$ cat src/rtl/sphere3_point_collector.sv
// sphere3_point_collector
//   Requests points from a sphere3 generator one at a time, captures each
//   point on a rising edge of gen_valid and queues it in a small
//   first-word-fall-through FIFO for a downstream consumer. A run collects
//   count_target points. A run that waits too long for the generator ends
//   in an error state.
//
// Ports
//   clk, rst                 clock, asynchronous active-high reset
//   start, count_target      begin a run / number of points in the run
//   gen_pop_enable           request to the generator (high only in REQ)
//   gen_valid, gen_w..gen_z  generator handshake level and point data
//   out_w..out_z, out_valid  oldest buffered point, buffer non-empty
//   out_ready                downstream accepts the head point
//   busy, done, timeout_err  run status (timeout_err is sticky)
//   points_captured          points captured in the current run
module sphere3_point_collector #(
  parameter int FIFO_DEPTH     = 4,
  parameter int TIMEOUT_CYCLES = 1000,
  parameter int GAP_CYCLES     = 2
) (
  input  logic        clk,
  input  logic        rst,
  input  logic        start,
  input  logic [15:0] count_target,
  output logic        gen_pop_enable,
  input  logic        gen_valid,
  input  logic [31:0] gen_w,
  input  logic [31:0] gen_x,
  input  logic [31:0] gen_y,
  input  logic [31:0] gen_z,
  output logic [31:0] out_w,
  output logic [31:0] out_x,
  output logic [31:0] out_y,
  output logic [31:0] out_z,
  output logic        out_valid,
  input  logic        out_ready,
  output logic        busy,
  output logic        done,
  output logic        timeout_err,
  output logic [15:0] points_captured
);

  localparam int AW = $clog2(FIFO_DEPTH);
  localparam int GW = $clog2(GAP_CYCLES + 1);

  typedef enum logic [2:0] {
    S_IDLE,
    S_REQ,
    S_GAP,
    S_DONE,
    S_ERR
  } state_t;

  state_t state_reg, state_next;

  logic [AW:0]   wr_ptr_reg, rd_ptr_reg;
  logic [127:0]  mem [FIFO_DEPTH];
  logic          valid_prev_reg;
  logic [31:0]   tmo_cnt_reg;
  logic [GW-1:0] gap_cnt_reg;
  logic [15:0]   target_reg;
  logic [15:0]   captured_reg;
  logic          pop_en_reg;
  logic          timeout_err_reg;

  logic empty, full, pop, capture, start_ok, gap_last, tmo_last;

  // Extra pointer MSB distinguishes full from empty when the indices match.
  assign empty = (wr_ptr_reg == rd_ptr_reg);
  assign full  = (wr_ptr_reg[AW] != rd_ptr_reg[AW]) &&
                 (wr_ptr_reg[AW-1:0] == rd_ptr_reg[AW-1:0]);
  assign pop   = !empty && out_ready;

  // Only a fresh rising edge counts; a level already high on REQ entry is
  // stale because valid_prev_reg is 1 on the first REQ cycle.
  assign capture  = (state_reg == S_REQ) && gen_valid && !valid_prev_reg;
  assign start_ok = start && ((state_reg == S_IDLE) || (state_reg == S_DONE) ||
                              (state_reg == S_ERR));
  assign gap_last = (gap_cnt_reg == GW'(GAP_CYCLES - 1));
  assign tmo_last = (tmo_cnt_reg == 32'(TIMEOUT_CYCLES - 1));

  always_comb begin
    state_next = state_reg;
    unique case (state_reg)
      S_IDLE, S_DONE, S_ERR: begin
        if (start) begin
          if (count_target == 16'd0) begin
            state_next = S_DONE;
          end else if (full) begin
            // Buffer still full from an earlier run: wait in GAP for a free
            // slot so REQ is never entered with nowhere to put a point.
            state_next = S_GAP;
          end else begin
            state_next = S_REQ;
          end
        end
      end
      S_REQ: begin
        if (capture) begin
          state_next = S_GAP;
        end else if (tmo_last) begin
          state_next = S_ERR;
        end
      end
      S_GAP: begin
        if (gap_last) begin
          if (captured_reg == target_reg) begin
            state_next = S_DONE;
          end else if (!full) begin
            state_next = S_REQ;
          end
        end
      end
      default: state_next = S_IDLE;
    endcase
  end

  always_ff @(posedge clk or posedge rst) begin
    if (rst) begin
      state_reg       <= S_IDLE;
      pop_en_reg      <= 1'b0;
      valid_prev_reg  <= 1'b0;
      tmo_cnt_reg     <= '0;
      gap_cnt_reg     <= '0;
      target_reg      <= '0;
      captured_reg    <= '0;
      timeout_err_reg <= 1'b0;
      wr_ptr_reg      <= '0;
      rd_ptr_reg      <= '0;
    end else begin
      state_reg      <= state_next;
      pop_en_reg     <= (state_next == S_REQ);
      valid_prev_reg <= gen_valid;

      // Restarts from zero on every REQ entry.
      if (state_reg == S_REQ) begin
        tmo_cnt_reg <= tmo_cnt_reg + 32'd1;
      end else begin
        tmo_cnt_reg <= '0;
      end

      // Holds at its last value while parked waiting for a free slot.
      if (state_reg != S_GAP) begin
        gap_cnt_reg <= '0;
      end else if (!gap_last) begin
        gap_cnt_reg <= gap_cnt_reg + GW'(1);
      end

      if (start_ok) begin
        target_reg <= count_target;
      end

      if (start_ok) begin
        captured_reg <= '0;
      end else if (capture && (captured_reg != 16'hFFFF)) begin
        captured_reg <= captured_reg + 16'd1;
      end

      if (start_ok) begin
        timeout_err_reg <= 1'b0;
      end else if ((state_reg == S_REQ) && (state_next == S_ERR)) begin
        timeout_err_reg <= 1'b1;
      end

      wr_ptr_reg <= wr_ptr_reg + (AW + 1)'(capture);
      rd_ptr_reg <= rd_ptr_reg + (AW + 1)'(pop);
    end
  end

  // Storage carries no reset; only the pointers define what is valid.
  always_ff @(posedge clk) begin
    if (capture) begin
      mem[wr_ptr_reg[AW-1:0]] <= {gen_w, gen_x, gen_y, gen_z};
    end
  end

  assign {out_w, out_x, out_y, out_z} = mem[rd_ptr_reg[AW-1:0]];
  assign out_valid       = !empty;
  assign gen_pop_enable  = pop_en_reg;
  assign busy            = (state_reg == S_REQ) || (state_reg == S_GAP);
  assign done            = (state_reg == S_DONE);
  assign timeout_err     = timeout_err_reg;
  assign points_captured = captured_reg;

endmodule

$ cat config.mk
export PLATFORM = sky130hd
export DESIGN_NAME = sphere3_point_collector
export DESIGN_NICKNAME = d
export VERILOG_FILES = /design/src/rtl/sphere3_point_collector.sv
export SDC_FILE = /design/constraint.sdc
export NUM_CORES = 1
export LEC_CHECK = 0
export BUFFER_PORTS_ARGS = -buffer_cell sky130_fd_sc_hd__buf_2
export CORE_MARGIN = 4
export CORE_UTILIZATION = 60
export CTS_BUF_LIST = sky130_fd_sc_hd__clkbuf_4 sky130_fd_sc_hd__clkbuf_8
export DETAILED_ROUTE_END_ITERATION = 10
export PLACE_DENSITY = 0.83
export SETUP_SLACK_MARGIN = 0.2
export SLEW_MARGIN = 10
export SYNTH_ARGS = -nofsm -noshare
export SYNTH_HDL_FRONTEND = slang
export SYNTH_SLANG_ARGS = --single-unit
$ cat constraint.sdc
create_clock -name clk -period 33.4 [get_ports clk]
set_clock_uncertainty 0.05 [all_clocks]
set_input_delay 1.67 -clock clk [delete_from_list [all_inputs] [get_ports clk]]
set_output_delay 1.67 -clock clk [all_outputs]
set_load 0.01 [all_outputs]
==> results of run 1 <==
==> metal layers <==
layer | up-vias | share of wire [%] | GRT usage (%)
met4 | 8 | 2.6 | 8.08
met1 | 6002 | 38 | 29.3
li1 | 5154 | - | -
met5 | - | 0.095 | 0
met2 | 382 | 51 | 36.9
met3 | 81 | 7.5 | 7.32
==> final timing paths <==
check	from	end	slack, ns
max in group asynchronous	rst	rd_ptr_reg[1]	31.31
worst max register to register	state_reg[1]	mem[3][116]	29.94
worst min-delay path	rd_ptr_reg[2]	rd_ptr_reg[2]	0.44
worst max-delay path	rd_ptr_reg[0]	out_w[5]	28.38
worst min register to register	rd_ptr_reg[2]	rd_ptr_reg[2]	0.44
min in group asynchronous	rst	state_reg[2]	1.26
==> worst max-delay path: stages, from the launching register on <==
cell and delay [ns]:
dfrtp_4 0.86, buf_4 0.92, mux4_2 0.63, buf_2 0.18
==> per-stage QoR <==
step	util, %	worst slack (ns)	area (sq um)	total power [uW]
2_1_floorplan	-	17.35	22500	1260
5_1_grt	71.5	28.06	26300	2100
6_report	71.5	28.38	26300	2000
4_1_cts	71.4	28.23	26300	2020
3_5_place_dp	66.5	28.73	24500	1440
3_3_place_gp	66.5	28.70	24500	1430
==> cells by family after synthesis <==
kind of cell,count (synthesis)
flip-flops,590
AO/OA/AOI/OAI,31
adder cells (fa/ha/maj),7
multiplexers,130
AND/OR/NAND/NOR,217
XOR/XNOR,61
buffers and inverters,56
==> final cells by class <==
type	instances	area [sq um]	area share (%)
sequential	590	17300	65.9
timing repair buffer	312	1600	6.08
tap	468	586	2.23
inverter	11	41.3	0.157
clock buffer	132	1580	6.01
clock inverter	32	221	0.842
multi-input combinational	446	4920	18.7
antenna	5	12.5	0.0476
==> cells in the mapped netlist (all sizes together), types with 3 or more instances <==
cell type,number
ha,7
nor4,20
xnor2,42
clkbuf,19
or3,7
and4,7
edfxtp,512
mux4,128
o211ai,5
nor2,54
dfrtp,78
and2,5
and3,6
nand3,17
o21ai,9
buf,26
nor3b,3
xor2,19
a21oi,9
nand2,62
inv,11
nand4,15
nor3,14
==> report_power, final <==
| group | leakage [uW] | internal, uW | total [uW] | switching [uW] |
|---|---|---|---|---|
| logic | 0.00278 | 240 | 502 | 261 |
| registers | 0.00566 | 863 | 917 | 54.1 |
| clock network | 0.000971 | 309 | 581 | 271 |
==> impl_metrics.env, run 1 <==
export IMPL_track_usage_pct=22.7
export IMPL_cts_tree="yes"
export IMPL_die_height_um=202
export IMPL_core_area_sq_um=36800
export IMPL_post_cts_resized=0
export IMPL_synth_top_area_share_pct=68.4
export IMPL_ant_nets=0
export IMPL_nFillCells=2191
export IMPL_wirelength_um=45400
export IMPL_crit_type="register to output pin"
export IMPL_rsz0062_at_grt="no"
export IMPL_synth_top_cells_by_area="edfxtp_1 68%, mux4_2 13%, dfrtp_1 8.7%"
export IMPL_hold_ws_ns=0.441
export IMPL_dieArea_sq_um=40600
export IMPL_avgSynthCellArea_sq_um=20.6
export IMPL_drc=0
export IMPL_nets=1608
export IMPL_synth_top_family_by_area="multiplexers"
export IMPL_drt_iter0_drc=624
export IMPL_synth_mux_area_share_pct=12.9
export IMPL_io_pins=298
export IMPL_end_kind="output pin"
export IMPL_ys_warn_count=0
export IMPL_ctsHoldBuffers=0
export IMPL_fin_crit_sh_pct=15.0
export IMPL_synth_adder_area_share_pct=0.390
export IMPL_synth_area_sq_um=22500
export IMPL_synthArstFlopShare_pct=13.2
export IMPL_setup_violations=0
export IMPL_critPathRequiredTime_ns=31.68
export IMPL_status="finished, final reports clean"
export IMPL_peakVddDrop_mv=0.0680
export IMPL_yosysUniqueCellTypes=48
export IMPL_hold_depth=1
export IMPL_synthSimpleGateAreaFrac_pct=5.12
export IMPL_rows=70
export IMPL_numClockSinks=590
export IMPL_synthCells=1092
export IMPL_leakage_uw=0.00941
export IMPL_clock_latency_ns=0.66
export IMPL_dp_hpwl_um=27500
export IMPL_grt_pass1_wl_um=70800
export IMPL_maxSlewHeadroom_pct=30.0
export IMPL_hold_class="register to register"
export IMPL_max_cap_viol_count=0
export IMPL_tns_ns=0
export IMPL_clockBufferDepth=3
export IMPL_ys_seq_elements=590
export IMPL_synth_largest_area_cell="edfxtp_1"
export IMPL_largest_reg_flops=512
export IMPL_clk_pin_slew_worst_paths_ns=0.06
export IMPL_grt_pass1_vias=12500
export IMPL_period_minus_slack_ns=5.02
export IMPL_critical_path_arrival_ns=3.30
export IMPL_place_gp_congestion=0.786
export IMPL_area_growth_pct=17.0
export IMPL_ys_flop_type="edfxtp_1"
export IMPL_ys_seq_area_share_pct=77.1
export IMPL_start_util_pct=61.1
export IMPL_port_buffers=297
export IMPL_numPlacedInstances=1827
export IMPL_cp_max_fo=53
export IMPL_final_cell_mix="512 x edfxtp_1, 297 x buf_2, 128 x mux4_2"
export IMPL_antenna_found_initial=9
export IMPL_cts_buffers=91
export IMPL_timing_final_hold_violations=0
export IMPL_cts_root_buf="clkbuf_8"
export IMPL_max_freq_mhz=199
export IMPL_synth_edf_count=512
export IMPL_cp_start_kind="register"
export IMPL_grt_max_degree=79
export IMPL_synth_compound_area_share_pct=0.952
export IMPL_p_per_area_nw_per_um2=76.0
export IMPL_wl_per_cell_um=22.7
export IMPL_postCtsSetupBuffers=0
export IMPL_via_count=11600
export IMPL_tightest_slew_ns=1.05
export IMPL_viasPerCell=5.83
export IMPL_drt_pass1_iter_count=4
export IMPL_final_cells=1996
export IMPL_reg2reg_depth=5
export IMPL_fp_dieW_um=202
export IMPL_drive_gt1_share_pct=40.2
export IMPL_gr_total_overflow=0
export IMPL_layout_commonest_cell="edfxtp_1"
export IMPL_slew_violations=0
export IMPL_synth_xor_xnor_area_share_pct=2.38
export IMPL_htreeDepth=3
export IMPL_syn_nets=1248
No activity file was read; power rests on OpenSTA's default activity.
==> run 2: changes to the inputs <==
--- a/config.mk
+++ b/config.mk
@@ -5,12 +5,13 @@
 export SDC_FILE = /design/constraint.sdc
 export NUM_CORES = 1
 export LEC_CHECK = 0
+export ABC_AREA = 1
 export BUFFER_PORTS_ARGS = -buffer_cell sky130_fd_sc_hd__buf_2
 export CORE_MARGIN = 4
-export CORE_UTILIZATION = 60
+export CORE_UTILIZATION = 54
 export CTS_BUF_LIST = sky130_fd_sc_hd__clkbuf_4 sky130_fd_sc_hd__clkbuf_8
 export DETAILED_ROUTE_END_ITERATION = 10
-export PLACE_DENSITY = 0.83
+export PLACE_DENSITY = 0.78
 export SETUP_SLACK_MARGIN = 0.2
 export SLEW_MARGIN = 10
 export SYNTH_ARGS = -nofsm -noshare
==> constraint.sdc (replaced) <==
create_clock -name clk -period 4.2 [get_ports clk]
set_clock_uncertainty 0.05 [all_clocks]
set_input_delay 0.21 -clock clk [delete_from_list [all_inputs] [get_ports clk]]
set_output_delay 0.21 -clock clk [all_outputs]
set_load 0.01 [all_outputs]
==> run 2 against run 1 <==
Net effect: setup slack lost 28 ns; hold slack worse by 0.22 ns; synthesized cell count grew 67%; global-route usage rose by 2.0 points; utilization decreased by 3.3 points; critical path depth rose by 1; cell area grew 9.8%; cell count rose by 47%; routed wire length grew 28%; non-clock buffer count increased by 153; largest cell class unchanged; sequential power rose to 7.9 times the previous value; critical endpoint is now out_x[13].
==> impl_metrics.env, run 2 <==
export IMPL_synth_largest_area_cell="edfxtp_1"
export IMPL_setup_violations=0
export IMPL_cts_root_buf="clkbuf_8"
export IMPL_drive_gt1_share_pct=22.1
export IMPL_drc=0
export IMPL_ys_seq_elements=590
export IMPL_cp_startpoint="rd_ptr_reg[1]"
export IMPL_dr_wl_met2_um=28600
export IMPL_syn_nets=1983
export IMPL_cp_start_kind="register"
export IMPL_maxSlewHeadroom_pct=11.4
export IMPL_synth_adder_area_share_pct=0.376
export IMPL_area_growth_pct=23.8
export IMPL_track_usage_pct=24.6
export IMPL_clockBufferDepth=3
export IMPL_layout_commonest_cell="edfxtp_1"
export IMPL_hold_class="primary input to register"
export IMPL_numClockSinks=590
export IMPL_ys_flop_type="edfxtp_1"
export IMPL_cp_max_fo=68
export IMPL_crit_type="register to output pin"
export IMPL_synth_compound_area_share_pct=10.2
export IMPL_period_minus_slack_ns=3.39
export IMPL_cts_buffers=94
export IMPL_final_cell_mix="512 x edfxtp_1, 338 x nor2_1, 297 x buf_2"
export IMPL_ys_seq_area_share_pct=74.3
export IMPL_final_cells=2940
export IMPL_via_count=16500
export IMPL_largest_reg_flops=512
export IMPL_wl_met1_um=22400
export IMPL_htreeDepth=3
export IMPL_max_freq_mhz=295
export IMPL_reg2reg_depth=6
export IMPL_leakage_uw=0.0106
export IMPL_end_kind="output pin"
export IMPL_nFillCells=2846
export IMPL_clock_latency_ns=0.67
export IMPL_slew_violations=0
export IMPL_tightest_slew_ns=1.33
export IMPL_io_pins=298
export IMPL_die_height_um=216
export IMPL_rsz0062_at_grt="no"
export IMPL_wl_per_cell_um=19.7
export IMPL_viasPerCell=5.62
export IMPL_cts_tree="yes"
export IMPL_timing_final_hold_violations=0
export IMPL_antenna_cells=0
export IMPL_synth_top_area_share_pct=65.9
export IMPL_ys_warn_count=0
export IMPL_gr_total_overflow=0
export IMPL_peakVddDrop_mv=0.698
export IMPL_grt_pass1_wl_um=91000
export IMPL_highest_layer="met5"
export IMPL_synth_top_cells_by_area="edfxtp_1 66%, dfrtp_1 8.4%, o21ai_0 5.9%"
export IMPL_multiInputGateArea_sq_um=5320
export IMPL_drt_pass1_iter_count=7
export IMPL_wl_met3_um=5380
export IMPL_numPlacedInstances=2627
export IMPL_r2r_end="mem[0][96]"
export IMPL_synth_top_family_by_area="simple AND/OR/NAND/NOR gates"
export IMPL_critPathRequiredTime_ns=3.94
export IMPL_p_per_area_nw_per_um2=622
export IMPL_cpPeakStageDelay_ns=0.97
export IMPL_cp_cell_sequence="buf_4 -> o21ai_0 -> o22ai_1 -> buf_2"
export IMPL_seqCellArea_sq_um=17300
export IMPL_nets=2450
export IMPL_total_power_uw=17900
export IMPL_yosysMostFrequentCell="edfxtp_1"
export IMPL_avgSynthCellArea_sq_um=12.8
export IMPL_fp_dieW_um=216
export IMPL_place_gp_congestion=0.898
export IMPL_synthCells=1827
export IMPL_antenna_found_initial=1
export IMPL_ant_nets=0
export IMPL_synthSimpleGateAreaFrac_pct=11.0
export IMPL_dieArea_sq_um=46600
export IMPL_grt_max_degree=259
export IMPL_port_buffers=297
export IMPL_synth_common_cells="512 x edfxtp_1, 338 x nor2_1, 276 x o21ai_0"
export IMPL_rr_startpoint="state_reg[1]"
export IMPL_synth_area_sq_um=23300
export IMPL_synth_xor_xnor_area_share_pct=1.08
export IMPL_tns_ns=0
export IMPL_postCtsSetupBuffers=0
export IMPL_synth_mux_area_share_pct=0
export IMPL_critical_path_arrival_ns=3.13
export IMPL_fin_crit_sh_pct=80.8
export IMPL_max_cap_viol_count=0
export IMPL_yosysUniqueCellTypes=38
export IMPL_drt_iter0_drc=1514
export IMPL_slowest_stage="dfrtp_4"
export IMPL_start_util_pct=55.1
export IMPL_grt_pass1_vias=17000
export IMPL_dp_hpwl_um=32000
export IMPL_core_area_sq_um=42300
export IMPL_rows=75
export IMPL_wirelength_um=58100
export IMPL_clk_pin_slew_worst_paths_ns=0.06
export IMPL_rrSetupSlack_ns=1.22
export IMPL_status="finished, final reports clean"
export IMPL_endpoint="out_x[13]"
export IMPL_synth_edf_count=512
export IMPL_synthArstFlopShare_pct=13.2
## run 2: cell count changes after synthesis, moves of 15 or more
cell,change
nor4_1,-18
clkbuf_1,+42
mux4_2,-128
o21ai_0,+268
nand2_1,+83
inv_1,+55
xnor2_1,-37
nor2_1,+285
o22ai_1,+128
o21ai_1,+15
## run 2: logic make-up (layout without fill, tap and decap cells)
kind of cell,after synthesis,count (layout)
flops,590,590
compound gates,441,441
fa+ha+maj,7,7
simple gates,587,587
xor+xnor,28,28
buf+inv,174,710
## run 2: through the flow
step | setup WS [ns] | utilization (%) | hold WS (ns) | area, sq um
6_report | 0.805 | 68.2 | 0.216 | 28900
3_5_place_dp | 1.16 | 60.2 | 0.295 | 25500
5_1_grt | 0.606 | 68.2 | 0.195 | 28900
2_1_floorplan | -0.137 | - | 0.191 | 23400
3_3_place_gp | 1.33 | 60.2 | 0.289 | 25500
4_1_cts | 0.751 | 68.2 | 0.144 | 28900
## run 2: power breakdown
group	switching [uW]	internal, uW	total, uW
logic	3840	1880	5720
registers	340	6900	7240
clock network	2230	2750	4980
## run 2: layout make-up
cell class              instances  share of cell area (%)
clock buffers                 128                    5.45
clock inverters                37                    1.16
inverters                      80                    1.08
multi-input cells            1063                    18.4
flip-flops and latches        590                    60.1
well taps                     577                    2.50
repair buffers                465                    11.3
## run 2: critical path: cells and delay by family, from the launching register on
family,cells,cell delay [ns]
buf+inv,2,0.91
compound gates,2,0.56
flops,1,0.97
## run 2: how the worst min path moves through the flow
stage                   start             end  slack (ns)  depth (start not counted)
floorplan           gen_valid  valid_prev_reg        0.19                          0
global placement    gen_valid  valid_prev_reg        0.29                          1
detailed placement  gen_valid  valid_prev_reg        0.29                          1
CTS                  gen_x[6]      mem[0][70]        0.14                          2
global route        gen_w[17]     mem[2][113]        0.20                          2
finish              gen_valid  valid_prev_reg        0.22                          2
## run 2: what timing repair did
action,CTS,global route
setup endpoints to repair,0,0
hold buffers,148,0
endpoints found under the hold margin,587,0
gates resized for setup,0,0
## run 2: per-layer routing
| metal | track usage, % | up-vias |
|---|---|---|
| li1 | - | 7557 |
| met1 | 30.8 | 8085 |
| met2 | 41.1 | 754 |
| met3 | 7.34 | 125 |
| met4 | 9.15 | 2 |
| met5 | 0 | - |
